--- src/rtl/uart_console_rx.sv ---
// UART receive front end: 2-flop synchroniser, 8N1 deserialiser, byte FIFO, valid/ack console port.
// Optional even-parity (8E1) framing is enabled by defining UART_RX_PARITY_EN.
module uart_console_rx #(
  parameter int CLK_FREQ_HZ = 100_000_000,
  parameter int BAUD        = 115_200,
  parameter int FIFO_DEPTH  = 16
) (
  input  logic                          CLK,
  input  logic                          RESET,
  input  logic                          RX,
  output logic [7:0]                    CONSOLE_IN,
  output logic                          CONSOLE_IN_valid,
  input  logic                          CONSOLE_IN_ack,
  output logic [$clog2(FIFO_DEPTH):0]   FIFO_COUNT,
  output logic                          OVERRUN,
  output logic                          FRAME_ERR,
  output logic                          PARITY_ERR,
  input  logic                          CLR_ERR
);
  localparam int CPB  = CLK_FREQ_HZ / BAUD;
  localparam int CNTW = $clog2(CPB);
  localparam int AW   = $clog2(FIFO_DEPTH);
  localparam int CW   = AW + 1;
  localparam logic [CNTW-1:0] CNT_LAST = CNTW'(CPB - 1);
  localparam logic [CNTW-1:0] CNT_MID  = CNTW'(CPB / 2 - 1);
  localparam logic [CNTW-1:0] CNT_ONE  = CNTW'(1);
  localparam logic [AW-1:0]   PTR_ONE  = AW'(1);
  localparam logic [CW-1:0]   CNT_FULL = CW'(FIFO_DEPTH);
  localparam logic [CW-1:0]   CW_ONE   = CW'(1);

  typedef enum logic [2:0] {
    S_WAIT_IDLE, S_IDLE, S_START, S_DATA, S_STOP
`ifdef UART_RX_PARITY_EN
    , S_PARITY
`endif
  } rx_state_t;

  rx_state_t       r_state, w_state_nxt;
  logic            r_rx_meta, r_rx_s;
  logic [CNTW-1:0] r_cnt;
  logic [2:0]      r_bit;
  logic [7:0]      r_shift;
  logic            w_at_bit, w_cnt_clr, w_push, w_ferr_set, w_par_set;
  logic [7:0]      r_mem [FIFO_DEPTH];
  logic [AW-1:0]   r_wr_ptr, r_rd_ptr;
  logic [CW-1:0]   r_count;
  logic            r_ack_pending, r_overrun, r_frame_err, r_par_err;
  logic            w_full, w_pop, w_wr, w_ovr_set;
`ifdef UART_RX_PARITY_EN
  logic            r_par_bad;
`endif

  // Reset the synchroniser to 0 so a line that is mid-frame at reset release is held in WAIT_IDLE.
  always_ff @(posedge CLK or posedge RESET) begin
    if (RESET) begin
      r_rx_meta <= 1'b0;
      r_rx_s    <= 1'b0;
    end else begin
      r_rx_meta <= RX;
      r_rx_s    <= r_rx_meta;
    end
  end

  assign w_at_bit = (r_cnt == CNT_LAST);

  always_comb begin
    w_state_nxt = r_state;
    w_cnt_clr   = 1'b0;
    w_push      = 1'b0;
    w_ferr_set  = 1'b0;
    w_par_set   = 1'b0;
    case (r_state)
      S_WAIT_IDLE: if (r_rx_s) w_state_nxt = S_IDLE;
      S_IDLE: if (!r_rx_s) begin
        w_state_nxt = S_START;
        w_cnt_clr   = 1'b1;
      end
      S_START: if (r_cnt == CNT_MID) begin
        w_cnt_clr   = 1'b1;
        w_state_nxt = r_rx_s ? S_IDLE : S_DATA;
      end
      S_DATA: if (w_at_bit) begin
        w_cnt_clr = 1'b1;
`ifdef UART_RX_PARITY_EN
        if (r_bit == 3'd7) w_state_nxt = S_PARITY;
`else
        if (r_bit == 3'd7) w_state_nxt = S_STOP;
`endif
      end
`ifdef UART_RX_PARITY_EN
      S_PARITY: if (w_at_bit) begin
        w_cnt_clr   = 1'b1;
        w_par_set   = (r_rx_s != ^r_shift);
        w_state_nxt = S_STOP;
      end
`endif
      S_STOP: if (w_at_bit) begin
        w_cnt_clr = 1'b1;
        if (r_rx_s) begin
`ifdef UART_RX_PARITY_EN
          w_push = !r_par_bad;
`else
          w_push = 1'b1;
`endif
          w_state_nxt = S_IDLE;
        end else begin
          w_ferr_set  = 1'b1;
          w_state_nxt = S_WAIT_IDLE;
        end
      end
      default: w_state_nxt = S_WAIT_IDLE;
    endcase
  end

  always_ff @(posedge CLK or posedge RESET) begin
    if (RESET) begin
      r_state <= S_WAIT_IDLE;
      r_cnt   <= '0;
      r_bit   <= 3'd0;
      r_shift <= 8'h00;
`ifdef UART_RX_PARITY_EN
      r_par_bad <= 1'b0;
`endif
    end else begin
      r_state <= w_state_nxt;
      r_cnt   <= w_cnt_clr ? '0 : r_cnt + CNT_ONE;
      if (r_state == S_START) r_bit <= 3'd0;
      if (r_state == S_DATA && w_at_bit) begin
        r_shift <= {r_rx_s, r_shift[7:1]};
        r_bit   <= r_bit + 3'd1;
      end
`ifdef UART_RX_PARITY_EN
      if (r_state == S_IDLE) r_par_bad <= 1'b0;
      else if (w_par_set)    r_par_bad <= 1'b1;
`endif
    end
  end

  // Handshake: valid means the head byte is unconsumed; ack while valid pops it, and valid
  // stays low until ack has been seen low again (four-phase), so one ack pops exactly one byte.
  assign w_full    = (r_count == CNT_FULL);
  assign w_pop     = CONSOLE_IN_ack && CONSOLE_IN_valid;
  assign w_wr      = w_push && (!w_full || w_pop);
  assign w_ovr_set = w_push && w_full && !w_pop;

  always_ff @(posedge CLK or posedge RESET) begin
    if (RESET) begin
      for (int i = 0; i < FIFO_DEPTH; i++) r_mem[i] <= 8'h00;
      r_wr_ptr      <= '0;
      r_rd_ptr      <= '0;
      r_count       <= '0;
      r_ack_pending <= 1'b0;
    end else begin
      if (w_wr) begin
        r_mem[r_wr_ptr] <= r_shift;
        r_wr_ptr        <= r_wr_ptr + PTR_ONE;
      end
      if (w_pop) r_rd_ptr <= r_rd_ptr + PTR_ONE;
      if (w_wr && !w_pop)      r_count <= r_count + CW_ONE;
      else if (!w_wr && w_pop) r_count <= r_count - CW_ONE;
      if (w_pop)                r_ack_pending <= 1'b1;
      else if (!CONSOLE_IN_ack) r_ack_pending <= 1'b0;
    end
  end

  // A set event in the same cycle as CLR_ERR wins.
  always_ff @(posedge CLK or posedge RESET) begin
    if (RESET) begin
      r_overrun   <= 1'b0;
      r_frame_err <= 1'b0;
      r_par_err   <= 1'b0;
    end else begin
      if (w_ovr_set)    r_overrun <= 1'b1;
      else if (CLR_ERR) r_overrun <= 1'b0;
      if (w_ferr_set)   r_frame_err <= 1'b1;
      else if (CLR_ERR) r_frame_err <= 1'b0;
      if (w_par_set)    r_par_err <= 1'b1;
      else if (CLR_ERR) r_par_err <= 1'b0;
    end
  end

  assign CONSOLE_IN       = r_mem[r_rd_ptr];
  assign CONSOLE_IN_valid = (r_count != '0) && !r_ack_pending;
  assign FIFO_COUNT       = r_count;
  assign OVERRUN          = r_overrun;
  assign FRAME_ERR        = r_frame_err;
`ifdef UART_RX_PARITY_EN
  assign PARITY_ERR       = r_par_err;
`else
  assign PARITY_ERR       = 1'b0;
`endif

endmodule

--- config.mk ---
export PLATFORM = sky130hd
export DESIGN_NAME = uart_console_rx
export DESIGN_NICKNAME = d
export VERILOG_FILES = /design/src/rtl/uart_console_rx.sv
export SDC_FILE = /design/constraint.sdc
export NUM_CORES = 1
export LEC_CHECK = 0
export BUFFER_PORTS_ARGS = -buffer_cell sky130_fd_sc_hd__buf_4
export CAP_MARGIN = 40
export CORE_MARGIN = 2
export CORE_UTILIZATION = 43
export CTS_CLUSTER_SIZE = 25
export DETAILED_ROUTE_END_ITERATION = 8
export PLACE_DENSITY = 0.57
export SETUP_SLACK_MARGIN = 0.3
export SLEW_MARGIN = 20
export SYNTH_ARGS = -nofsm -noshare
export SYNTH_HDL_FRONTEND = slang
export SYNTH_SLANG_ARGS = --single-unit
--- constraint.sdc ---
create_clock -name CLK -period 9.35 [get_ports CLK]
set_input_delay 1.4025 -clock CLK [delete_from_list [all_inputs] [get_ports CLK]]
set_output_delay 1.4025 -clock CLK [all_outputs]
set_load 0.01 [all_outputs]
==> results of run 1 <==
[cell families (layout without fill, tap and decap cells)]
kind of cell             Yosys count  after routing  share of synthesized area
multiplexers                     172            172                     0.2789
other                              1              1                  0.0004558
adder cells (fa/ha/maj)           15             15                    0.02373
flip-flops                       170            170                     0.5171
AND/OR/NAND/NOR                  104            104                    0.09506
buffers and inverters             47             76                    0.02798
AO/OA/AOI/OAI                     44             44                    0.03863
XOR/XNOR                          17             17                    0.01810
[synthesized netlist by cell type, types with 2 or more instances]
cell and count:
nor3b_2 2, nand3_1 14, o31a_1 2, and3_1 4, ha_1 14, a21oi_1 6, a22oi_1 16, xor2_1 8
buf_6 2, nand2b_1 2, nor2b_1 8, nor3_1 9, nand2_1 22, mux4_2 32, nor4_2 2, and2_1 3
mux2i_1 2, mux2_2 100, o211ai_1 4, buf_4 5, xnor2_1 9, o22ai_1 3, mux2_1 38, o21ai_0 5
buf_2 7, nand4_1 4, nand4_4 7, nand4_2 9, clkbuf_1 16, nor2_1 9, inv_1 13, dfrtp_1 170
buf_1 3
[power groups by stage]
stage / clock network, mW / registers (mW) / logic, mW
floorplan: 0 / 0.830 / 0.278
global placement: 0 / 0.864 / 0.344
detailed placement: 0 / 0.866 / 0.358
CTS: 0.745 / 0.853 / 0.358
global route: 0.775 / 0.864 / 0.389
finish: 0.726 / 0.852 / 0.356
[cells in the final DEF (no fill, tap or decap), types with 4 or more instances in the layout]
| master | synthesis | final |
|---|---|---|
| a21oi_1 | 6 | 6 |
| a22oi_1 | 16 | 16 |
| and3_1 | 4 | 4 |
| buf_4 | 5 | 28 |
| clkbuf_16 | 0 | 17 |
| clkinv_4 | 0 | 5 |
| dfrtp_1 | 170 | 169 |
| ha_1 | 14 | 14 |
| inv_1 | 13 | 12 |
| mux2_1 | 38 | 38 |
| mux2_2 | 100 | 100 |
| mux4_2 | 32 | 32 |
| nand2_1 | 22 | 22 |
| nand3_1 | 14 | 14 |
| nand4_1 | 4 | 4 |
| nand4_2 | 9 | 9 |
| nand4_4 | 7 | 7 |
| nor2_1 | 9 | 9 |
| nor2b_1 | 8 | 8 |
| nor3_1 | 9 | 9 |
| o211ai_1 | 4 | 4 |
| o21ai_0 | 5 | 5 |
| xnor2_1 | 9 | 9 |
| xor2_1 | 8 | 8 |
[registers in the layout, summed over array words and instances (netlist names)]
name           cells
r_wr_ptr           4
r_bit              3
FRAME_ERR          1
r_rx_s             1
r_rd_ptr           4
r_ack_pending      1
r_shift            8
FIFO_COUNT         5
r_rx_meta          1
r_cnt             10
r_state            3
OVERRUN            1
r_mem            128
[metrics by stage]
stage | total power, mW | cells
final | 1.933 | 833
after detailed placement | 1.224 | 800
after global routing | 2.028 | 833
after CTS | 1.957 | 832
after global placement | 1.208 | 795
after floorplan | 1.108 | 570
[layer usage]
layer | routed length, um | up-vias
li1 | - | 2162
met1 | 8713 | 2535
met2 | 8510 | 68
met3 | 533 | 13
met4 | 180 | 0
met5 | 0 | -
[cell type report]
| type | instances | area share |
|---|---|---|
| Inverter | 13 | 0.005818 |
| Tap cell | 234 | 0.03166 |
| Timing Repair Buffer | 31 | 0.03031 |
| Sequential cell | 170 | 0.4602 |
| Multi-Input combinational cell | 353 | 0.4059 |
| Clock buffer | 18 | 0.04749 |
| Clock inverter | 14 | 0.01867 |
[critical path, stage by stage, from the launching register on]
cell and delay [ns]:
dfrtp_2 0.72, buf_4 0.47, mux4_2 0.55, a22oi_1 0.24
nand2_1 0.11, buf_4 0.16
[how the worst max path moves through the flow]
stage,start,depth (start not counted),endpoint,slack [ns]
6_report,r_rd_ptr[0]$_DFFE_PP0P_,5,CONSOLE_IN[6],5.25
5_1_grt,r_rd_ptr[0]$_DFFE_PP0P_,5,CONSOLE_IN[2],5.02
4_1_cts,r_rd_ptr[0]$_DFFE_PP0P_,5,CONSOLE_IN[6],5.18
3_5_place_dp,CONSOLE_IN_ack,13,FIFO_COUNT[4]$_DFFE_PP0P_,5.33
3_3_place_gp,CONSOLE_IN_ack,13,FIFO_COUNT[4]$_DFFE_PP0P_,5.38
2_1_floorplan,RESET,1,FIFO_COUNT[0]$_DFFE_PP0P_,3.34
==> results.sh, run 1 <==
export IMPL_status="complete, no violations"
export IMPL_r2r_end="FIFO_COUNT[4]$_DFFE_PP0P_"
export IMPL_maxSlewHeadroom=0.5735
export IMPL_hold_depth=0
export IMPL_utilization=0.4927
export IMPL_rsz0062_at_grt="no"
export IMPL_post_drt_wl_per_cell_um=21.53
export IMPL_diodes=0
export IMPL_yosys_warnings=0
export IMPL_start_util=0.4383
export IMPL_power_internal_mw=1.360
export IMPL_drt_iter0_drc=259
export IMPL_netlist_top_cells_area="dfrtp_1 52%, mux2_2 14%, mux4_2 8.8%, mux2_1 5.2%, ha_1 2.1%"
export IMPL_synth_seq_cells=170
export IMPL_ant_nets=0
export IMPL_critPathLaunchType="flop"
export IMPL_port_buffers=20
export IMPL_end_kind="primary output"
export IMPL_power_switching_mw=0.5733
export IMPL_clockBufferDepth=2
export IMPL_ctsRootBufferMaster="clkbuf_16"
export IMPL_met1_usage=0.2766
export IMPL_grt_max_degree=64
export IMPL_place_hpwl_mm=11.41
export IMPL_use_met2=0.3064
export IMPL_crit_path_max_fanout=20
export IMPL_regArea_sq_um=4255
export IMPL_layout_setup_ws_ns=5.255
export IMPL_cts_setup_buffers=0
export IMPL_swShare=0.2965
export IMPL_place_area_sq_um=8628
export IMPL_die_x_um=142.3
export IMPL_grt_usage=0.1937
export IMPL_fp_row_count=50
export IMPL_synth_fp_nets=590
export IMPL_hold_start="r_rx_meta$_DFF_PP0_"
export IMPL_async_flop_share=1.000
export IMPL_final_area_sq_um=9248
export IMPL_p_leak_nw=4.521
export IMPL_drv_slew=0
export IMPL_use_met3=0.03869
export IMPL_grt_pass1_wl_mm=29.14
export IMPL_layout_worst_path_cycle_share=0.4380
export IMPL_fin_hold_ws_ns=0.3676
export IMPL_netlist_area_sq_um=8227
export IMPL_clk_pin_slew_ns=0.07
export IMPL_yosys_area_top_type_share=0.5171
export IMPL_worstPathArrival_ns=2.69
export IMPL_fin_skew_ns=0.008362
export IMPL_hold_viol_final=0
export IMPL_h_tree_depth=4
export IMPL_numCtsBuffers=17
export IMPL_synthFlopType="dfrtp_1"
export IMPL_synthCells=570
export IMPL_holdPathEnd="r_rx_s$_DFF_PP0_"
export IMPL_grt_antenna_before_repair=0
export IMPL_worstSetupPathType="reg2out"
export IMPL_tightestPinTransition_ns=0.6370
export IMPL_reg2reg_slack_ns=6.15
export IMPL_required_ns=7.95
export IMPL_cts_resized_gates=0
export IMPL_num_vias=4778
export IMPL_setup_violations=0
export IMPL_clk_insertion_delay_late_ns=0.42
export IMPL_cts_sinks=170
export IMPL_r2r_start="r_cnt[0]$_DFF_PP0_"
export IMPL_combPwrFrac=0.184
export IMPL_fin_crit_ns=4.095
export IMPL_busiest_layer="met2"
export IMPL_r2r_cells=13
export IMPL_ys_types=53
export IMPL_io_pins=22
export IMPL_drtPass1Iterations=5
export IMPL_synth_edff_count=0
export IMPL_multi_input_area_sq_um=3754
export IMPL_clkPwrFrac=0.375
export IMPL_postCtsHoldBufs=0
export IMPL_gp_congestion=0.8120
export IMPL_place_ws_ns=5.333
export IMPL_maxCapViolations=0
export IMPL_seqPwrFrac=0.441
export IMPL_max_freq_mhz=244.2
export IMPL_min_delay_path_class="reg2reg"
export IMPL_die_h_um=142.3
export IMPL_ys_seq_area_frac=0.5171
export IMPL_drcViolationCount=0
export IMPL_grt_pass1_vias=5036
export IMPL_area_growth_pct=12.41
export IMPL_fin_nets=606
export IMPL_cts_tree="built"
export IMPL_viasPerCell=5.736
export IMPL_drive_gt1_frac=0.3706
export IMPL_tns_ns=0
export IMPL_wl_mm=17.94
export IMPL_num_fill_cells=1605
export IMPL_syn_avg_cell_area_sq_um=14.43
export IMPL_cellPowerDensity_nw_per_um2=209.1
export IMPL_yosysTopAreaCell="dfrtp_1"
export IMPL_overflow=0
export IMPL_fp_dieArea_sq_um=20250
export IMPL_core_area_sq_um=18770
export IMPL_ir_worst_vdd_uv=124.4
Note: power is estimated with default switching activity, not from simulation.
==> inputs of run 2 (changes only) <==
--- a/config.mk
+++ b/config.mk
@@ -5,13 +5,14 @@
 export SDC_FILE = /design/constraint.sdc
 export NUM_CORES = 1
 export LEC_CHECK = 0
+export ABC_AREA = 1
 export BUFFER_PORTS_ARGS = -buffer_cell sky130_fd_sc_hd__buf_4
 export CAP_MARGIN = 40
 export CORE_MARGIN = 2
 export CORE_UTILIZATION = 43
 export CTS_CLUSTER_SIZE = 25
 export DETAILED_ROUTE_END_ITERATION = 8
-export PLACE_DENSITY = 0.57
+export PLACE_DENSITY = 0.6
 export SETUP_SLACK_MARGIN = 0.3
 export SLEW_MARGIN = 20
 export SYNTH_ARGS = -nofsm -noshare
==> constraint.sdc (replaced) <==
create_clock -name CLK -period 3.3 [get_ports CLK]
set_input_delay 0.495 -clock CLK [delete_from_list [all_inputs] [get_ports CLK]]
set_output_delay 0.495 -clock CLK [all_outputs]
set_load 0.01 [all_outputs]
==> run 2 against run 1 <==
  * Clock power grew to 2.9 times the previous value
  * Flip-flop and latch count is the same
  * Register-to-register slack lost 5.5 ns
  * Largest cell class unchanged
  * Hold slack lost 0.29 ns
  * Largest power group unchanged
  * Clock-buffer cell count grew 3
  * Highest routed layer unchanged
  * Clock skew grew 0.0016 ns
==> results.sh, run 2 <==
export IMPL_cts_sinks=170
export IMPL_viasPerCell=5.421
export IMPL_maxCapViolations=0
export IMPL_p_leak_nw=5.009
export IMPL_drive_gt1_frac=0.08492
export IMPL_fin_crit_ns=2.807
export IMPL_numCtsBuffers=17
export IMPL_synthFlopType="dfrtp_1"
export IMPL_hold_viol_final=0
export IMPL_seqPwrFrac=0.363
export IMPL_yosys_area_top_type_share=0.4718
export IMPL_clkPwrFrac=0.315
export IMPL_required_ns=2.80
export IMPL_core_area_sq_um=20430
export IMPL_wl_mm=24.16
export IMPL_crit_slowest_cell="dfrtp_4"
export IMPL_max_flop_register="r_mem"
export IMPL_fp_dieArea_sq_um=22140
export IMPL_port_buffers=20
export IMPL_instances_no_fill=1424
export IMPL_end_kind="primary output"
export IMPL_fp_row_count=52
export IMPL_largest_reg_flops=128
export IMPL_worstPathCellList="buf_12 > a21oi_1 > o21ai_0 > nand3_1 > nand3_1 > nand2_1 > buf_4"
export IMPL_status="complete, no violations"
export IMPL_ys_seq_area_frac=0.4718
export IMPL_grt_pass1_wl_mm=39.56
export IMPL_synth_seq_cells=170
export IMPL_overflow=0
export IMPL_crit_family="flip-flops"
export IMPL_fin_nets=1161
export IMPL_layout_worst_path_cycle_share=0.8507
export IMPL_netlist_area_sq_um=9016
export IMPL_clockBufferDepth=2
export IMPL_place_area_sq_um=9440
export IMPL_clk_insertion_delay_late_ns=0.43
export IMPL_drcViolationCount=0
export IMPL_cellPowerDensity_nw_per_um2=655.4
export IMPL_ctsRootBufferMaster="clkbuf_16"
export IMPL_worstPathArrival_ns=2.31
export IMPL_power_internal_mw=4.139
export IMPL_cts_setup_buffers=0
export IMPL_clk_pin_slew_ns=0.07
export IMPL_fin_hold_ws_ns=0.07739
export IMPL_diodes=0
export IMPL_critPathLaunchType="flop"
export IMPL_grt_pass1_vias=7197
export IMPL_drv_slew=0
export IMPL_grt_max_degree=149
export IMPL_async_flop_share=1.000
export IMPL_start_util=0.4413
export IMPL_cp_buffers_inverters=2
export IMPL_final_area_sq_um=10030
export IMPL_synth_edff_count=0
export IMPL_rsz0062_at_grt="no"
export IMPL_ys_types=31
export IMPL_largest_registers="r_mem (128), r_cnt (10), r_shift (8)"
export IMPL_grt_antenna_before_repair=0
export IMPL_fin_skew_ns=0.009991
export IMPL_drt_iter0_drc=702
export IMPL_swShare=0.3707
export IMPL_maxSlewHeadroom=0.4775
export IMPL_setup_violations=0
export IMPL_synthCells=1152
export IMPL_cts_tree="built"
export IMPL_synth_common_cells="385 x nand2_1, 170 x dfrtp_1, 134 x nand4_1"
export IMPL_netlist_top_cells_area="dfrtp_1 47%, nand2_1 16%, nand4_1 9.3%, nand3_1 4.8%, inv_1 4.2%"
export IMPL_dp_cells=1392
export IMPL_crit_path_frequent_cell="nand3_1"
export IMPL_combPwrFrac=0.322
export IMPL_area_growth_pct=11.30
export IMPL_yosysTopAreaCell="dfrtp_1"
export IMPL_post_drt_wl_per_cell_um=16.97
export IMPL_yosysMostFrequentCell="nand2_1"
export IMPL_max_freq_mhz=356.2
export IMPL_tightestPinTransition_ns=0.7804
export IMPL_layout_common_cells="385 x nand2_1, 168 x dfrtp_1, 134 x nand4_1, 99 x inv_1, 87 x nand3_1"
export IMPL_die_x_um=148.8
export IMPL_place_hpwl_mm=15.00
export IMPL_min_delay_path_class="in2async"
export IMPL_grt_usage=0.2260
export IMPL_drtPass1Iterations=4
export IMPL_gp_congestion=0.8305
export IMPL_ant_nets=0
export IMPL_die_h_um=148.8
export IMPL_tns_ns=0
export IMPL_power_switching_mw=2.438
export IMPL_total_power_mw=6.577
export IMPL_yosys_warnings=0
export IMPL_syn_avg_cell_area_sq_um=7.827
export IMPL_worstSetupPathType="reg2out"
export IMPL_layout_commonest_cell="nand2_1"
export IMPL_h_tree_depth=4
export IMPL_crit_path_max_fanout=67
export IMPL_postCtsHoldBufs=0
export IMPL_num_fill_cells=2019
export IMPL_cts_resized_gates=0
export IMPL_synth_fp_nets=1172
export IMPL_num_vias=7719
export IMPL_io_pins=22
export IMPL_ir_worst_vdd_uv=426.4
export IMPL_cpPeakStageDelay_ns=0.68
-- run 2: final timing paths --
path | start | cells past startpoint | slack [ns] | endpoint
setup / recovery | r_rd_ptr[0]$_DFFE_PP0P_ | 7 | 0.49 | CONSOLE_IN[7]
hold / removal | RESET | 2 | 0.08 | r_mem[50]$_DFFE_PP0P_
setup reg to reg | r_cnt[0]$_DFF_PP0_ | 18 | 0.68 | FIFO_COUNT[4]$_DFFE_PP0P_
hold reg to reg | r_rx_meta$_DFF_PP0_ | 0 | 0.36 | r_rx_s$_DFF_PP0_
max in group asynchronous | RESET | 4 | 2.26 | r_mem[100]$_DFFE_PP0P_
min in group CLK | RX | 1 | 0.17 | r_rx_meta$_DFF_PP0_
-- run 2: power groups by stage --
stage               logic (mW)  registers (mW)  clock network [mW]
finish                    2.12            2.39                2.07
detailed placement        2.11            2.42                   0
floorplan                 1.49            2.34                   0
global route              2.36            2.41                2.19
CTS                       2.12            2.39                2.10
global placement          2.12            2.42                   0
-- run 2: through the flow --
step	setup WS, ns	utilization
4_1_cts	0.5320	0.4912
6_report	0.4926	0.4912
2_1_floorplan	0.6363	-
3_3_place_gp	0.7295	0.4540
5_1_grt	0.3577	0.4912
3_5_place_dp	0.6348	0.4621
-- run 2: logic make-up (layout without fill, tap and decap cells) --
logic type / count (synthesis) / in the layout / share of synthesized area
simple gates: 657 / 657 / 0.3290
buf+inv: 183 / 185 / 0.09159
flops: 170 / 170 / 0.4718
compound gates: 112 / 112 / 0.07189
fa+ha+maj: 15 / 15 / 0.02165
xor+xnor: 14 / 14 / 0.01360
other cells: 1 / 1 / 0.0004159
-- run 2: layer usage --
layer / track usage / part of all wire
met4: 0.05905 / 0.015
met3: 0.03761 / 0.057
met2: 0.3347 / 0.45
met1: 0.3441 / 0.48
met5: 0 / 0
-- run 2: final cells by class --
| class | instances | area [sq um] | share of cell area |
|---|---|---|---|
| Clock buffer | 21 | 460.4 | 0.04589 |
| Timing Repair Buffer | 45 | 498.0 | 0.04963 |
| Tap cell | 270 | 337.8 | 0.03367 |
| Clock inverter | 11 | 133.9 | 0.01334 |
| Sequential cell | 170 | 4259 | 0.4244 |
| Inverter | 108 | 409.1 | 0.04077 |
| Multi-Input combinational cell | 799 | 3936 | 0.3923 |
-- run 2: worst reg2reg max path: cells and delay by family (launching register included) --
kind	cells	cell delay [ns]
buffers and inverters	3	0.31
AO/OA/AOI/OAI	1	0.07
flip-flops	1	0.45
adder cells (fa/ha/maj)	3	0.77
AND/OR/NAND/NOR	11	0.88
==> inputs of run 3 (changes only) <==
--- a/config.mk
+++ b/config.mk
@@ -12,7 +12,8 @@
 export CORE_UTILIZATION = 43
 export CTS_CLUSTER_SIZE = 25
 export DETAILED_ROUTE_END_ITERATION = 8
-export PLACE_DENSITY = 0.6
+export GPL_TIMING_DRIVEN = 0
+export PLACE_DENSITY_LB_ADDON = 0.12
 export SETUP_SLACK_MARGIN = 0.3
 export SLEW_MARGIN = 20
 export SYNTH_ARGS = -nofsm -noshare
==> run 3 against run 2 <==
  * Combinational power increased by 17%
  * Final cell count increased by 4.3%
  * Core utilization increased by 1.4 points
  * Non-clock buffer count increased by 61
  * Register-to-register slack got worse by 0.16 ns
  * Wire length increased by 19%
  * Total power increased by 4.2%
  * Critical path type unchanged
==> results.sh, run 3 (synthesized netlist as in run 2, its figures left out) <==
export IMPL_status="complete, no violations"
export IMPL_fp_dieArea_sq_um=22140
export IMPL_r2r_cells=17
export IMPL_power_switching_mw=2.683
export IMPL_die_h_um=148.8
export IMPL_min_delay_path_class="in2async"
export IMPL_grt_usage=0.2716
export IMPL_maxCapViolations=0
export IMPL_drt_iter0_drc=756
export IMPL_drtPass1Iterations=5
export IMPL_overflow=0
export IMPL_dp_cells=1451
export IMPL_fin_hold_ws_ns=0.09388
export IMPL_cellPowerDensity_nw_per_um2=664.3
export IMPL_area_growth_pct=14.42
export IMPL_grt_max_degree=31
export IMPL_ant_nets=0
export IMPL_fin_skew_ns=0.01018
export IMPL_combPwrFrac=0.364
export IMPL_max_flop_register="r_mem"
export IMPL_die_x_um=148.8
export IMPL_post_drt_wl_per_cell_um=19.37
export IMPL_postCtsHoldBufs=0
export IMPL_place_hpwl_mm=20.43
export IMPL_grt_pass1_vias=7794
export IMPL_worstSetupPathType="reg2out"
export IMPL_power_internal_mw=4.170
export IMPL_viasPerCell=5.490
export IMPL_worstPathArrival_ns=2.40
export IMPL_setup_violations=0
export IMPL_port_buffers=20
export IMPL_clk_insertion_delay_late_ns=0.44
export IMPL_instances_no_fill=1485
export IMPL_required_ns=2.80
export IMPL_clockBufferDepth=2
export IMPL_core_area_sq_um=20430
export IMPL_place_area_sq_um=9669
export IMPL_largest_reg_flops=128
export IMPL_h_tree_depth=4
export IMPL_drive_gt1_frac=0.1111
export IMPL_end_kind="primary output"
export IMPL_p_leak_nw=5.158
export IMPL_layout_worst_path_cycle_share=0.8774
export IMPL_clk_pin_slew_ns=0.07
export IMPL_cts_tree="built"
export IMPL_num_vias=8152
export IMPL_tightestPinTransition_ns=0.8192
export IMPL_largest_registers="r_mem (128), r_cnt (10), r_shift (8)"
export IMPL_r2r_end="FIFO_COUNT[3]$_DFFE_PP0P_"
export IMPL_total_power_mw=6.853
export IMPL_diodes=0
export IMPL_seqPwrFrac=0.337
export IMPL_fin_crit_ns=2.896
export IMPL_layout_commonest_cell="nand2_1"
export IMPL_start_util=0.4413
export IMPL_fin_nets=1222
export IMPL_layout_common_cells="385 x nand2_1, 169 x dfrtp_1, 134 x nand4_1, 98 x inv_1, 87 x nand3_1"
export IMPL_r2r_start="r_cnt[1]$_DFF_PP0_"
export IMPL_io_pins=22
export IMPL_ir_worst_vdd_uv=344.6
export IMPL_critPathLaunchType="flop"
export IMPL_crit_path_max_fanout=10
export IMPL_gp_congestion=0.9319
export IMPL_cts_sinks=170
export IMPL_max_freq_mhz=345.4
export IMPL_maxSlewHeadroom=0.4514
export IMPL_drcViolationCount=0
export IMPL_hold_viol_final=0
export IMPL_final_area_sq_um=10320
export IMPL_drv_slew=0
export IMPL_ctsRootBufferMaster="clkbuf_16"
export IMPL_numCtsBuffers=17
export IMPL_rsz0062_at_grt="yes"
export IMPL_grt_antenna_before_repair=0
export IMPL_reg2reg_slack_ns=0.52
export IMPL_clkPwrFrac=0.299
export IMPL_utilization=0.5050
export IMPL_grt_pass1_wl_mm=45.36
export IMPL_wl_mm=28.76
export IMPL_swShare=0.3915
export IMPL_fp_row_count=52
run 3: timing repair:
| item | CTS | global route |
|---|---|---|
| cloned | 0 | 0 |
| gates resized for setup | 6 | 19 |
| endpoints found under the setup margin | 10 | 11 |
| setup buffers | 0 | 2 |
| pin swaps | 0 | 1 |
run 3: metrics by stage:
step / TNS (ns) / setup WS (ns)
finish: 0 / 0.4045
global route: 0 / 0.2563
CTS: 0 / 0.3037
detailed placement: 0 / 0.2331
global placement: -98.12 / -0.5975
floorplan: 0 / 0.6363
run 3: worst max-delay path: stages, from the launching register on:
cell      delay [ns]
dfrtp_1         0.41
clkbuf_1        0.33
clkbuf_2        0.38
a21oi_1         0.11
o21ai_0         0.18
nand3_1         0.15
nand3_1         0.16
nand2_1         0.09
buf_4           0.15
run 3: power by group through the flow:
stage / Clock [mW] / Combinational, mW / Sequential, mW
4_1_cts: 2.07 / 2.42 / 2.31
2_1_floorplan: 0 / 1.49 / 2.34
5_1_grt: 2.14 / 2.72 / 2.33
6_report: 2.05 / 2.49 / 2.31
3_3_place_gp: 0 / 2.38 / 2.35
3_5_place_dp: 0 / 2.40 / 2.35
run 3: worst max-delay path by stage:
stage | start | to | cells past startpoint
final | r_rd_ptr[0]$_DFFE_PP0P_ | CONSOLE_IN[6] | 8
after global routing | r_cnt[1]$_DFF_PP0_ | FIFO_COUNT[4]$_DFFE_PP0P_ | 20
after CTS | r_rd_ptr[0]$_DFFE_PP0P_ | CONSOLE_IN[6] | 7
after detailed placement | r_cnt[0]$_DFF_PP0_ | FIFO_COUNT[3]$_DFFE_PP0P_ | 17
after global placement | RESET | r_mem[3]$_DFFE_PP0P_ | 2
after floorplan | RESET | FIFO_COUNT[0]$_DFFE_PP0P_ | 1
run 3: layout make-up:
| cell class | instances | area [sq um] |
|---|---|---|
| Buffer | 75 | 441.7 |
| Tap cell | 270 | 337.8 |
| Fill cell | 2038 | 10110 |
| Clock buffer | 20 | 446.7 |
| Clock inverter | 12 | 140.1 |
| Sequential cell | 170 | 4255 |
| Multi-Input combinational cell | 799 | 3959 |
| Timing Repair Buffer | 31 | 326.6 |
| Inverter | 108 | 409.1 |
run 3: layer usage:
metal	vias up	routed length [um]	GRT usage
li1	3940	-	-
met1	3880	13270	0.3932
met2	276	12700	0.4028
met3	56	1882	0.04771
met4	0	911	0.1138
met5	-	0	0
